File: config.mk
export PLATFORM = sky130hd
export DESIGN_NAME = loadstore_unit
export DESIGN_NICKNAME = d
export VERILOG_FILES = /design/src/rtl/loadstore_unit.sv
export SDC_FILE = /design/constraint.sdc
export NUM_CORES = 1
export LEC_CHECK = 0
export BUFFER_PORTS_ARGS = -buffer_cell sky130_fd_sc_hd__buf_2
export CORE_MARGIN = 10
export CORE_UTILIZATION = 25
export CTS_CLUSTER_SIZE = 40
export DETAILED_ROUTE_END_ITERATION = 10
export PLACE_DENSITY = 0.56
export SLEW_MARGIN = 5
export SYNTH_ARGS = -nofsm -noshare
export SYNTH_HDL_FRONTEND = slang
export SYNTH_SLANG_ARGS = --single-unit
File: constraint.sdc
create_clock -name clk -period 3 [get_ports clk]
set_input_delay 0 -clock clk [delete_from_list [all_inputs] [get_ports clk]]
set_output_delay 0 -clock clk [all_outputs]
set_load 0.02 [all_outputs]
File: src/rtl/loadstore_unit.sv
// Load/store unit between a pipeline request port and a single-port word memory.
// Sub-word stores are done as read-modify-write; all memory-side outputs are registered.
module loadstore_unit #(
  parameter int MEM_WORDS = 128,
  parameter int MEM_AW    = 9
) (
  input  logic              clk,
  input  logic              rst_n,
  input  logic              req_valid,
  output logic              req_ready,
  input  logic              req_write,
  input  logic [2:0]        req_funct3,
  input  logic [31:0]       req_addr,
  input  logic [31:0]       req_wdata,
  output logic              rsp_valid,
  output logic [31:0]       rsp_rdata,
  output logic              rsp_fault,
  output logic              memread,
  output logic              memwrite,
  output logic [MEM_AW-1:0] addr,
  output logic [31:0]       write_data,
  input  logic [31:0]       read_data
);

  typedef enum logic [1:0] {IDLE, READ, WRITE, RESP} state_t;

  localparam logic [31:0] MEM_WORDS_W = MEM_WORDS;

  state_t      state, state_next;
  logic        write_q;
  logic [2:0]  funct3_q;
  logic [1:0]  off_q;
  logic [15:0] wdata_q;
  logic        accept;
  logic        misaligned, out_of_range, bad_funct3, fault;
  logic [7:0]  load_byte;
  logic [15:0] load_half;
  logic [31:0] load_val;
  logic [31:0] merged;

  assign req_ready = (state == IDLE);
  assign rsp_valid = (state == RESP);
  assign accept    = req_valid && (state == IDLE);

  // Fault classification of the incoming request; a faulted access never touches memory.
  always_comb begin
    misaligned = 1'b0;
    bad_funct3 = 1'b0;
    case (req_funct3)
      3'b000:  misaligned = 1'b0;
      3'b100:  bad_funct3 = req_write;
      3'b001:  misaligned = req_addr[0];
      3'b101: begin
        misaligned = req_addr[0];
        bad_funct3 = req_write;
      end
      3'b010:  misaligned = |req_addr[1:0];
      default: bad_funct3 = 1'b1;
    endcase
    out_of_range = (32'(req_addr[MEM_AW+1:2]) >= MEM_WORDS_W) ||
                   (req_addr[31:MEM_AW+2] != '0);
    fault = misaligned | out_of_range | bad_funct3;
  end

  always_comb begin
    load_byte = read_data[{off_q, 3'b000} +: 8];
    load_half = off_q[1] ? read_data[31:16] : read_data[15:0];
    case (funct3_q[1:0])
      2'b00:   load_val = {{24{load_byte[7] & ~funct3_q[2]}}, load_byte};
      2'b01:   load_val = {{16{load_half[15] & ~funct3_q[2]}}, load_half};
      default: load_val = read_data;
    endcase
  end

  // Lanes outside the stored byte/halfword keep the value just read.
  always_comb begin
    merged = read_data;
    if (funct3_q[1:0] == 2'b00)
      merged[{off_q, 3'b000} +: 8] = wdata_q[7:0];
    else
      merged[{off_q[1], 4'b0000} +: 16] = wdata_q;
  end

  always_ff @(posedge clk or negedge rst_n) begin
    if (!rst_n)
      state <= IDLE;
    else
      state <= state_next;
  end

  always_comb begin
    state_next = state;
    case (state)
      IDLE: begin
        if (accept) begin
          if (fault)
            state_next = RESP;
          else if (req_write && req_funct3 == 3'b010)
            state_next = WRITE;
          else
            state_next = READ;
        end
      end
      READ:    state_next = write_q ? WRITE : RESP;
      WRITE:   state_next = RESP;
      default: state_next = IDLE;
    endcase
  end

  // Memory strobes are decoded from the next state and registered so they never glitch.
  always_ff @(posedge clk or negedge rst_n) begin
    if (!rst_n) begin
      memread    <= 1'b0;
      memwrite   <= 1'b0;
      addr       <= '0;
      write_data <= '0;
      write_q    <= 1'b0;
      funct3_q   <= '0;
      off_q      <= '0;
      wdata_q    <= '0;
      rsp_rdata  <= '0;
      rsp_fault  <= 1'b0;
    end else begin
      memread  <= (state_next == READ);
      memwrite <= (state_next == WRITE);
      if (accept) begin
        write_q    <= req_write;
        funct3_q   <= req_funct3;
        off_q      <= req_addr[1:0];
        wdata_q    <= req_wdata[15:0];
        addr       <= req_addr[MEM_AW+1:2];
        write_data <= req_wdata;
      end
      if (state == READ && write_q)
        write_data <= merged;
      if (state_next == RESP && state != RESP) begin
        rsp_fault <= (state == IDLE);
        rsp_rdata <= (state == READ && !write_q) ? load_val : 32'h0;
      end
    end
  end

endmodule

# --- Word level (Yosys, flattened, before mapping) ---
# Index checks and enable logic that the tools add are counted.
word_totals:
  register_bits: 100
  inputBits: 103
  elab_cells: 67
  out_inout_bits: 78
classes:
  n_shift: 5
  order_cmp: 1
  eq_ne: 12
  n_reduce_logical: 16
  n_bitwise: 5
  add_sub_neg: 2
  muxes: 15
op_table:
  columns: ["operator", "count"]
  rows:
  - ["$mux 32", 4]
  - ["$bwmux 32", 2]
  - ["$pmux 32 s2", 1]
  - ["$shift 16x7->32 const A", 1]
  - ["$shift 8x7->32 const A", 1]
  - ["$shiftx 16x7->32", 1]
  - ["$shiftx 32x6->8", 1]
  - ["$shiftx 8x7->32", 1]
  - ["$reduce_bool 21->1", 1]
  - ["$mux 16", 1]
  - ["$neg 5->7", 2]
  - ["$ge 9x8->1 const B", 1]
  - ["$eq 2x2->1 const B", 4]
  - ["$eq 2x1->1 const B", 3]
  - ["$eq 3x3->1 const B", 2]
  - ["$mux 2", 3]
  - ["$pmux 2 s3", 1]
  - ["$reduce_or 2->1", 3]
  - ["$logic_and 1x1->1", 5]
  - ["$logic_not 2->1", 2]
  - ["$pmux 1 s2", 2]
  - ["$eq 3x1->1 const B", 1]
  - ["$eq 3x2->1 const B", 1]
  - ["$logic_not 3->1", 1]
  - ["9 further kinds", 11]

# --- Depth between registers and ports, before layout ---
# Gate-level depths: netlist (run 1).
depth:
  ltp_word: 10
  mapped_depth: 10
  ltp_nobuf: 7

# --- Worst setup path after synthesis (run 1) ---
# OpenSTA, ideal clock, no wires.
synth_path:
  kind: "flip-flop to flip-flop"
  startpoint: "register off_q[1]"
  endpoint: "register write_data[30]"
  t_required_ns: 2.918
  setup_ns: 0.082
  arrival_ns: 2.150
  path_stages_with_launch: 11
  path_buffers: 3
  slack_ns: 0.768
  synth_period_minus_slack_ns: 2.232
  path_cell_list: "dfrtp_1 clkbuf_1 buf_2 inv_1 ha_1 nor3_1 and4b_1 clkbuf_1 a22o_1 a211oi_1 a31oi_1"
synth_via:
  elab_chain_cells: 5
  elab_cells_between_ends: 10
  classes_between: "add/sub (2); shift (4); mux (4)"
synth_lines:
  columns: ["item", "line", "source"]
  rows:
  - ["start, declared", "32", "logic [1:0] off_q;"]
  - ["start signal, assigned", "129", "off_q <= req_addr[1:0];"]
  - ["$neg 5->7 (on tied branches)", "81, 79", null]
  - ["$shiftx 16x7->32 (tied with other cells)", "81", "merged[{off_q[1], 4'b0000} +: 16] = wdata_q;"]
  - ["$bwmux 32 (on tied branches)", "81, 79", null]
  - ["$mux 32 *", "78", "if (funct3_q[1:0] == 2'b00)"]
  - ["$mux 32 *", "134", "if (state == READ && write_q)"]
  - ["end signal, assigned", "132", "write_data <= req_wdata;"]
  - ["end signal, assigned", "135", "write_data <= merged;"]
  - ["end, declared", "21", "output logic [31:0] write_data,"]
# Mark *: on every way between the ends. The rest lies on a longest branch, timed or not.
# A chain may end at the register's enable or synchronous reset.

# --- Worst setup path in the final report (run 1) ---
layout_path:
  startpoint: "register state[1]"
  endpoint: "register rsp_rdata[5]"
layout_via:
  elab_chain_cells: 6
  elab_cells_between_ends: 11
  classes_between: "eq/ne (4); mux (3); reduce/logical (4)"
layout_lines:
  columns: ["item", "line", "source"]
  rows:
  - ["start, declared", "29", "state_t state, state_next;"]
  - ["start signal, assigned", "88", "state <= state_next;"]
  - ["$logic_not 2->1", "43, 93", null]
  - ["$logic_and 1x1->1", "43", "assign accept = req_valid && (state == IDLE);"]
  - ["$mux 2", "95", "if (accept) begin"]
  - ["$pmux 2 s3", "93", "case (state)"]
  - ["$eq 2x2->1", "136", "if (state_next == RESP && state != RESP) begin"]
  - ["$logic_and 1x1->1", "136", null]
  - ["end signal, assigned", "138", "rsp_rdata <= (state == READ && !write_q) ? load_val : 32'h0;"]
  - ["end, declared", "16", "output logic [31:0] rsp_rdata,"]
# Several ways; a longest one is shown, not always the timed one.

==> reports/metrics.yaml, run 1 <==
drive_gt1_share_pct: 28.9
required_ns: 3.27
finalClockSkew_ns: 0.0110
arrival_ns: 2.73
drv_cap: 0
crit_chain: "inv_1, ha_1, o21ai_0, a211o_1, a31oi_4, buf_12, mux2i_1"
vdd_drop_max_v: 0.000411
p_int_mw: 4.33
hp-class: "primary input to flip-flop"
synthesis.area_mm2: 0.00532
core_area_mm2: 0.0210
antenna_found_initial: 3
wl_um: 20700
slew_viol_final: 0
path_buf_inv: 2
multi_input_area_mm2: 0.00252
clock_latency_ns: 0.36
setup.worst_path.class: "flip-flop to flip-flop"
start_util_pct: 25.4
postCtsSetupRepairBufs: 0
gr-total-overflow: 0
rsz0062_at_grt: "false"
cts_max_path_buffers: 2
die_y_um: 166
ctsResizeCount: 0
row_count: 53
finish.utilization_pct: 35.5
synthFlopType: "dfrtp_1"
num_vias: 5152
worstSetupEndpointType: "flip-flop"
p_leak_nw: 3.64
drtPass1Iterations: 5
gp_congestion: 0.833
wire_per_inst_um: 19.4
synth-seq-cells: 100
cts_buffers: 9
status: "finished, final reports clean"
p_sw_mw: 3.66
grt_start_max_net_pins: 62
synthCells: 568
die_w_um: 166
crit_path_top_delay_cell: "a31oi_4"
boundaryPins: 181
switching_share_pct: 45.8
syn_area_per_cell_um2: 9.36
drt-initial-drc-count: 462
ys_seq_area_share_pct: 47.1
finalSetupTns_ns: 0
slew_headroom_pct: 49.5
period_needed_ns: 2.46
clkPwrFrac_pct: 16.1
layout_worst_path_cycle_share_pct: 81.9
num-fill-cells: 2178
seqPwrFrac_pct: 30.7
worstSetupStartpointType: "flip-flop"
regArea_mm2: 0.00250
ctsRootBufferMaster: "clkbuf_16"
cts.htree.levels: 3
final_cells: 1069
worst_pin_slew_ns: 0.755
path_delay_family: "compound AO/OA/AOI/OAI gates"
drc_errors: 0
fmax_mhz: 407
place_inst: 997
ys_types: 41
hold_viol: 0
synth_edf_count: 0
syn_to_final_growth_pct: 39.8
grt_usage_pct: 14.7
cts_tree: "yes"
yosys_warnings: 0
power.density_mw_per_mm2: 1080
fin_nets: 899
port-buffer-count: 180
hpwl_um: 15700
combPwrFrac_pct: 53.2
antenna_left: 0
grt_pass1_vias: 5537
async_reset_ff_share_pct: 100
clock_sinks: 100
hold_buffers: 54
cp_slowest_stage_delay_ns: 0.53
finalPower_mw: 7.99
synth_nets: 680
grt_pass1_wl_um: 32600
dieArea_mm2: 0.0275
clk_pin_slew_ns: 0.07
crit_fanout: 20
viasPerCell: 4.82
setup_viol: 0
## kinds of logic after synthesis
logic type | count (synthesis) | share of synthesized area (%)
and+or+nand+nor | 184 | 15.3
muxes | 35 | 7.79
adders and majority gates | 9 | 2.12
AOI/OAI and AO/OA | 166 | 22.2
DFF | 100 | 47.1
buffers and inverters | 74 | 5.60
## layout by cell type (no fill, tap or decap), drive strengths merged, types with 3 or more instances in the layout
| cell type | synthesis | layout |
|---|---|---|
| o221ai | 7 | 7 |
| dfrtp | 100 | 100 |
| mux2 | 10 | 10 |
| a22o | 17 | 17 |
| buf | 10 | 193 |
| nor3 | 4 | 4 |
| nor4 | 7 | 7 |
| a21oi | 32 | 32 |
| a211oi | 23 | 23 |
| mux2i | 23 | 23 |
| clkbuf | 29 | 9 |
| nor2b | 10 | 10 |
| inv | 35 | 36 |
| nor2 | 9 | 9 |
| clkinv | 0 | 3 |
| dlygate4sd3 | 0 | 54 |
| a21o | 8 | 8 |
| ha | 9 | 9 |
| o21ai | 5 | 5 |
| a31oi | 41 | 41 |
| nand2 | 144 | 144 |
| a221oi | 18 | 18 |
| a22oi | 8 | 8 |
## registers in the layout, indices dropped and copies added, names as in the netlist, 2 cells and up
register	count
addr	9
rsp_rdata	32
wdata_q	16
state	2
funct3_q	3
off_q	2
write_data	32
## area by class of cell
type | instances | share of cell area, %
Multi-Input combinational cell | 394 | 33.9
Inverter | 35 | 1.77
Timing Repair Buffer | 247 | 21.6
Clock inverter | 7 | 1.33
Sequential cell | 100 | 33.7
Antenna cell | 2 | 0.0673
Tap cell | 275 | 4.63
Clock buffer | 9 | 3.03
## per-stage QoR
step,hold slack (ns),worst slack [ns],instance area [um2]
after floorplan,-0.296,0.768,5320
after detailed placement,0.0325,0.546,6560
after global placement,0.0332,0.643,6560
after CTS,0.00136,0.535,7430
after global routing,0.0335,0.307,7430
final,0.00957,0.543,7430
## layer usage
layer / vias to the layer above / track usage, % / wire [um] / part of all wire, %
met4: 2 / 4.28 / 337 / 1.6
li1: 2491 / - / - / -
met3: 22 / 5.51 / 1720 / 8.3
met5: - / 0 / 11 / 0.053
met2: 187 / 23.7 / 9760 / 47
met1: 2450 / 18.0 / 8880 / 43
## tightest hold or removal path: stages
cell     delay (ns)
buf_2          0.12
a21oi_1        0.07
mux2i_1        0.12
## power groups by stage
stage	clock network, mW	registers [mW]	logic (mW)
floorplan	0	2.92	2.32
global placement	0	2.48	4.16
detailed placement	0	2.46	4.20
CTS	1.32	2.45	4.27
global route	1.37	2.54	4.70
finish	1.29	2.45	4.25
## final timing paths
path | to | from | slack [ns] | cells past startpoint
worst max-delay path | rsp_rdata[5] | state[1] | 0.54 | 7
worst min-delay path | rsp_rdata[20] | read_data[20] | 0.01 | 3
worst max register to register | rsp_rdata[5] | state[1] | 0.54 | 7
worst min register to register | addr[4] | addr[4] | 0.48 | 2
max in group asynchronous | addr[5] | rst_n | 2.08 | 3
min in group asynchronous | write_data[4] | rst_n | 0.16 | 2
## cell usage after synthesis (2+ instances only)
cell type	instances	share of area, %
a211oi_1	23	3.2
a21o_1	8	1.1
a21oi_1	32	3.0
a221oi_1	18	3.0
a22o_1	17	2.8
a22oi_1	8	1.1
a311oi_1	2	0.33
a31oi_1	40	4.7
and2_1	2	0.24
buf_1	3	0.21
buf_2	4	0.38
buf_4	2	0.28
clkbuf_1	29	2.0
dfrtp_1	100	47
ha_1	9	2.1
inv_1	35	2.5
mux2_2	3	0.64
mux2_4	7	2.0
mux2i_1	23	4.3
mux4_2	2	0.85
nand2_1	144	10
nand2b_1	2	0.24
nor2_1	9	0.64
nor2b_1	10	1.2
nor3_1	4	0.38
nor4_1	6	0.71
o21a_1	2	0.28
o21ai_0	5	0.47
o221ai_1	7	1.2
Power figures use the tool's default switching activity.
==> run 2: changes to the inputs <==
--- a/config.mk
+++ b/config.mk
@@ -5,6 +5,7 @@
 export SDC_FILE = /design/constraint.sdc
 export NUM_CORES = 1
 export LEC_CHECK = 0
+export ABC_AREA = 1
 export BUFFER_PORTS_ARGS = -buffer_cell sky130_fd_sc_hd__buf_2
 export CORE_MARGIN = 10
 export CORE_UTILIZATION = 25
==> constraint.sdc (replaced) <==
create_clock -name clk -period 2 [get_ports clk]
set_input_delay 0 -clock clk [delete_from_list [all_inputs] [get_ports clk]]
set_output_delay 0 -clock clk [all_outputs]
set_load 0.02 [all_outputs]
==> reports/metrics.yaml, run 2 <==
fin_nets: 1262
async_reset_ff_share_pct: 100
final_cells: 1483
wl_um: 24900
crit_fanout: 22
yosysTopAreaCell: "dfrtp_1"
synthMostInstantiatedCell: "nand2_1"
synth_nets: 1034
clk_pin_slew_ns: 0.08
clock_latency_ns: 0.36
hpwl_um: 19100
gr-total-overflow: 0
fmax_mhz: 530
yosys_warnings: 0
die_y_um: 178
row_count: 57
synthTopCellsByArea: "dfrtp_1 (40%), nand2_1 (18%), a21oi_1 (6.5%)"
drtPass1Iterations: 5
die_w_um: 178
synthCells: 922
crit_path_top_delay_cell: "dfrtp_1"
num_vias: 6822
worst_pin_slew_ns: 0.519
syn_area_per_cell_um2: 6.80
crit_chain: "inv_1, ha_1, nand2_1, inv_1, buf_4, nand3_1, a21oi_1"
finish.utilization_pct: 34.9
path_delay_family: "buffers and inverters"
vdd_drop_max_v: 0.000557
cts_max_path_buffers: 2
synthTopCellsByCount: "nand2_1 (293), dfrtp_1 (100), nor2_1 (92), inv_1 (89), a21oi_1 (82)"
drv_cap: 0
cts.htree.levels: 3
finalPower_mw: 13.5
arrival_ns: 2.18
power.density_mw_per_mm2: 1580
switching_share_pct: 50.2
ys_seq_area_share_pct: 39.9
worstSetupStartpointType: "flip-flop"
hp-class: "primary input to flip-flop"
required_ns: 2.29
port-buffer-count: 180
hold_viol: 0
setup.worst_path.class: "flip-flop to flip-flop"
seqPwrFrac_pct: 25.3
boundaryPins: 181
path_buf_inv: 3
finalClockSkew_ns: 0.0136
start_util_pct: 25.6
clock_sinks: 100
synthFlopType: "dfrtp_1"
synth_edf_count: 0
worstSetupEndpointType: "flip-flop"
setup_viol: 0
placed_area_mm2: 0.00768
viasPerCell: 4.60
drive_gt1_share_pct: 23.4
status: "finished, final reports clean"
gp_congestion: 0.915
crit_path_frequent_cell: "inv_1"
grt_pass1_wl_um: 38000
clkPwrFrac_pct: 14.0
grt_start_max_net_pins: 46
combPwrFrac_pct: 60.6
yosys.area.top_type_share_pct: 39.9
drc_errors: 0
slew_viol_final: 0
mostFrequentLayoutCell: "nand2_1"
synthesis.area_mm2: 0.00627
grt_usage_pct: 15.3
cts_buffers: 9
grt_pass1_vias: 6815
cp_slowest_stage_delay_ns: 0.41
layout_worst_path_cycle_share_pct: 94.4
wire_per_inst_um: 16.8
period_needed_ns: 1.89
slew_headroom_pct: 65.4
synth-seq-cells: 100
p_leak_nw: 4.63
syn_to_final_growth_pct: 36.5
place_inst: 1413
reg.largest.list: "rsp_rdata: 32 flops, write_data: 32 flops, wdata_q: 16 flops"
antenna_found_initial: 3
stdcell_area_mm2: 0.00856
dieArea_mm2: 0.0318
core_area_mm2: 0.0245
layout_common_cells: "nand2_1 (292), buf_2 (179), dfrtp_1 (99), nor2_1 (92), inv_1 (88)"
ys_types: 32
antenna_left: 0
cts_tree: "yes"
p_sw_mw: 6.78
ctsRootBufferMaster: "clkbuf_16"
drt-initial-drc-count: 615
p_int_mw: 6.73
run 2: cell types whose count changed in the layout (fill, tap and decap cells not counted), sizes merged, moves of 17 or more:
cell    previous run  this run
a22o              17         0
nand2            144       298
nor2               9        93
a211oi            23         0
inv               36        96
buf              193       221
o21ai              5        68
a31oi             41         1
a21oi             32        83
a221oi            18         0
mux2i             23         0
nand3              0        72
run 2: layout make-up:
class,count,area (um2)
clock buffer,9,225
timing repair buffer,269,1770
fill,2698,16000
antenna,4,10.0
clock inverter,7,92.6
multi-input combinational,675,3200
sequential,100,2500
inverter,95,360
tap,324,405
run 2: stage by stage:
stage                     TNS [ns]  setup slack [ns]  hold WS, ns
final                            0             0.112       0.0267
after global routing       -0.0292           -0.0252       0.0525
after CTS                        0            0.0776       0.0143
after detailed placement         0            0.0971      -0.0255
after global placement           0             0.149      -0.0277
after floorplan                  0            0.0217       -0.296
run 2: routing by layer:
layer | vias up | wire length (um) | track usage, %
li1 | 3435 | - | -
met1 | 3137 | 11100 | 20.4
met2 | 232 | 11300 | 23.3
met3 | 18 | 2200 | 4.82
met4 | 0 | 360 | 4.06
met5 | - | 0 | 0
run 2: kinds of logic (layout without fill, tap and decap cells):
family                   count (synthesis)  after routing  synth area share, %
buffers and inverters                  148            380                 9.91
AND/OR/NAND/NOR                        473            474                 30.7
AO/OA/AOI/OAI                          192            192                 17.7
flip-flops                             100            100                 39.9
adder cells (fa/ha/maj)                  9              9                 1.80
other                                    0              4                    0
run 2: final timing paths:
path                       slack [ns]  depth (start not counted)          start        endpoint
hold / removal                   0.03                          4   read_data[5]   write_data[5]
min in group asynchronous        0.12                          2          rst_n    rsp_rdata[7]
setup / recovery                 0.11                          7       state[1]  write_data[16]
hold reg to reg                  0.47                          2  rsp_rdata[12]   rsp_rdata[12]
setup reg to reg                 0.11                          7       state[1]  write_data[16]
max in group asynchronous        1.15                          3          rst_n      wdata_q[9]
run 2: timing repair:
item,4_1_cts,5_1_grt
hold buffers,48,0
setup buffers,0,1
endpoints found under the setup margin,0,35
hold endpoints to repair,127,0
resized for setup,0,10
run 2: power by group through the flow:
stage                     clock network [mW]  logic (mW)  registers [mW]
after floorplan                            0        4.72            4.05
after global placement                     0        7.73            3.45
after detailed placement                   0        7.81            3.45
after CTS                               1.96        7.91            3.42
after global routing                    2.05        9.16            3.53
final                                   1.90        8.19            3.42
run 2: worst reg2reg max path, stage by stage (launching register included):
cell and delay [ns]:
dfrtp_1 0.41, inv_1 0.10, ha_1 0.21, nand2_1 0.08, inv_1 0.28, buf_4 0.35, nand3_1 0.23, a21oi_1 0.17
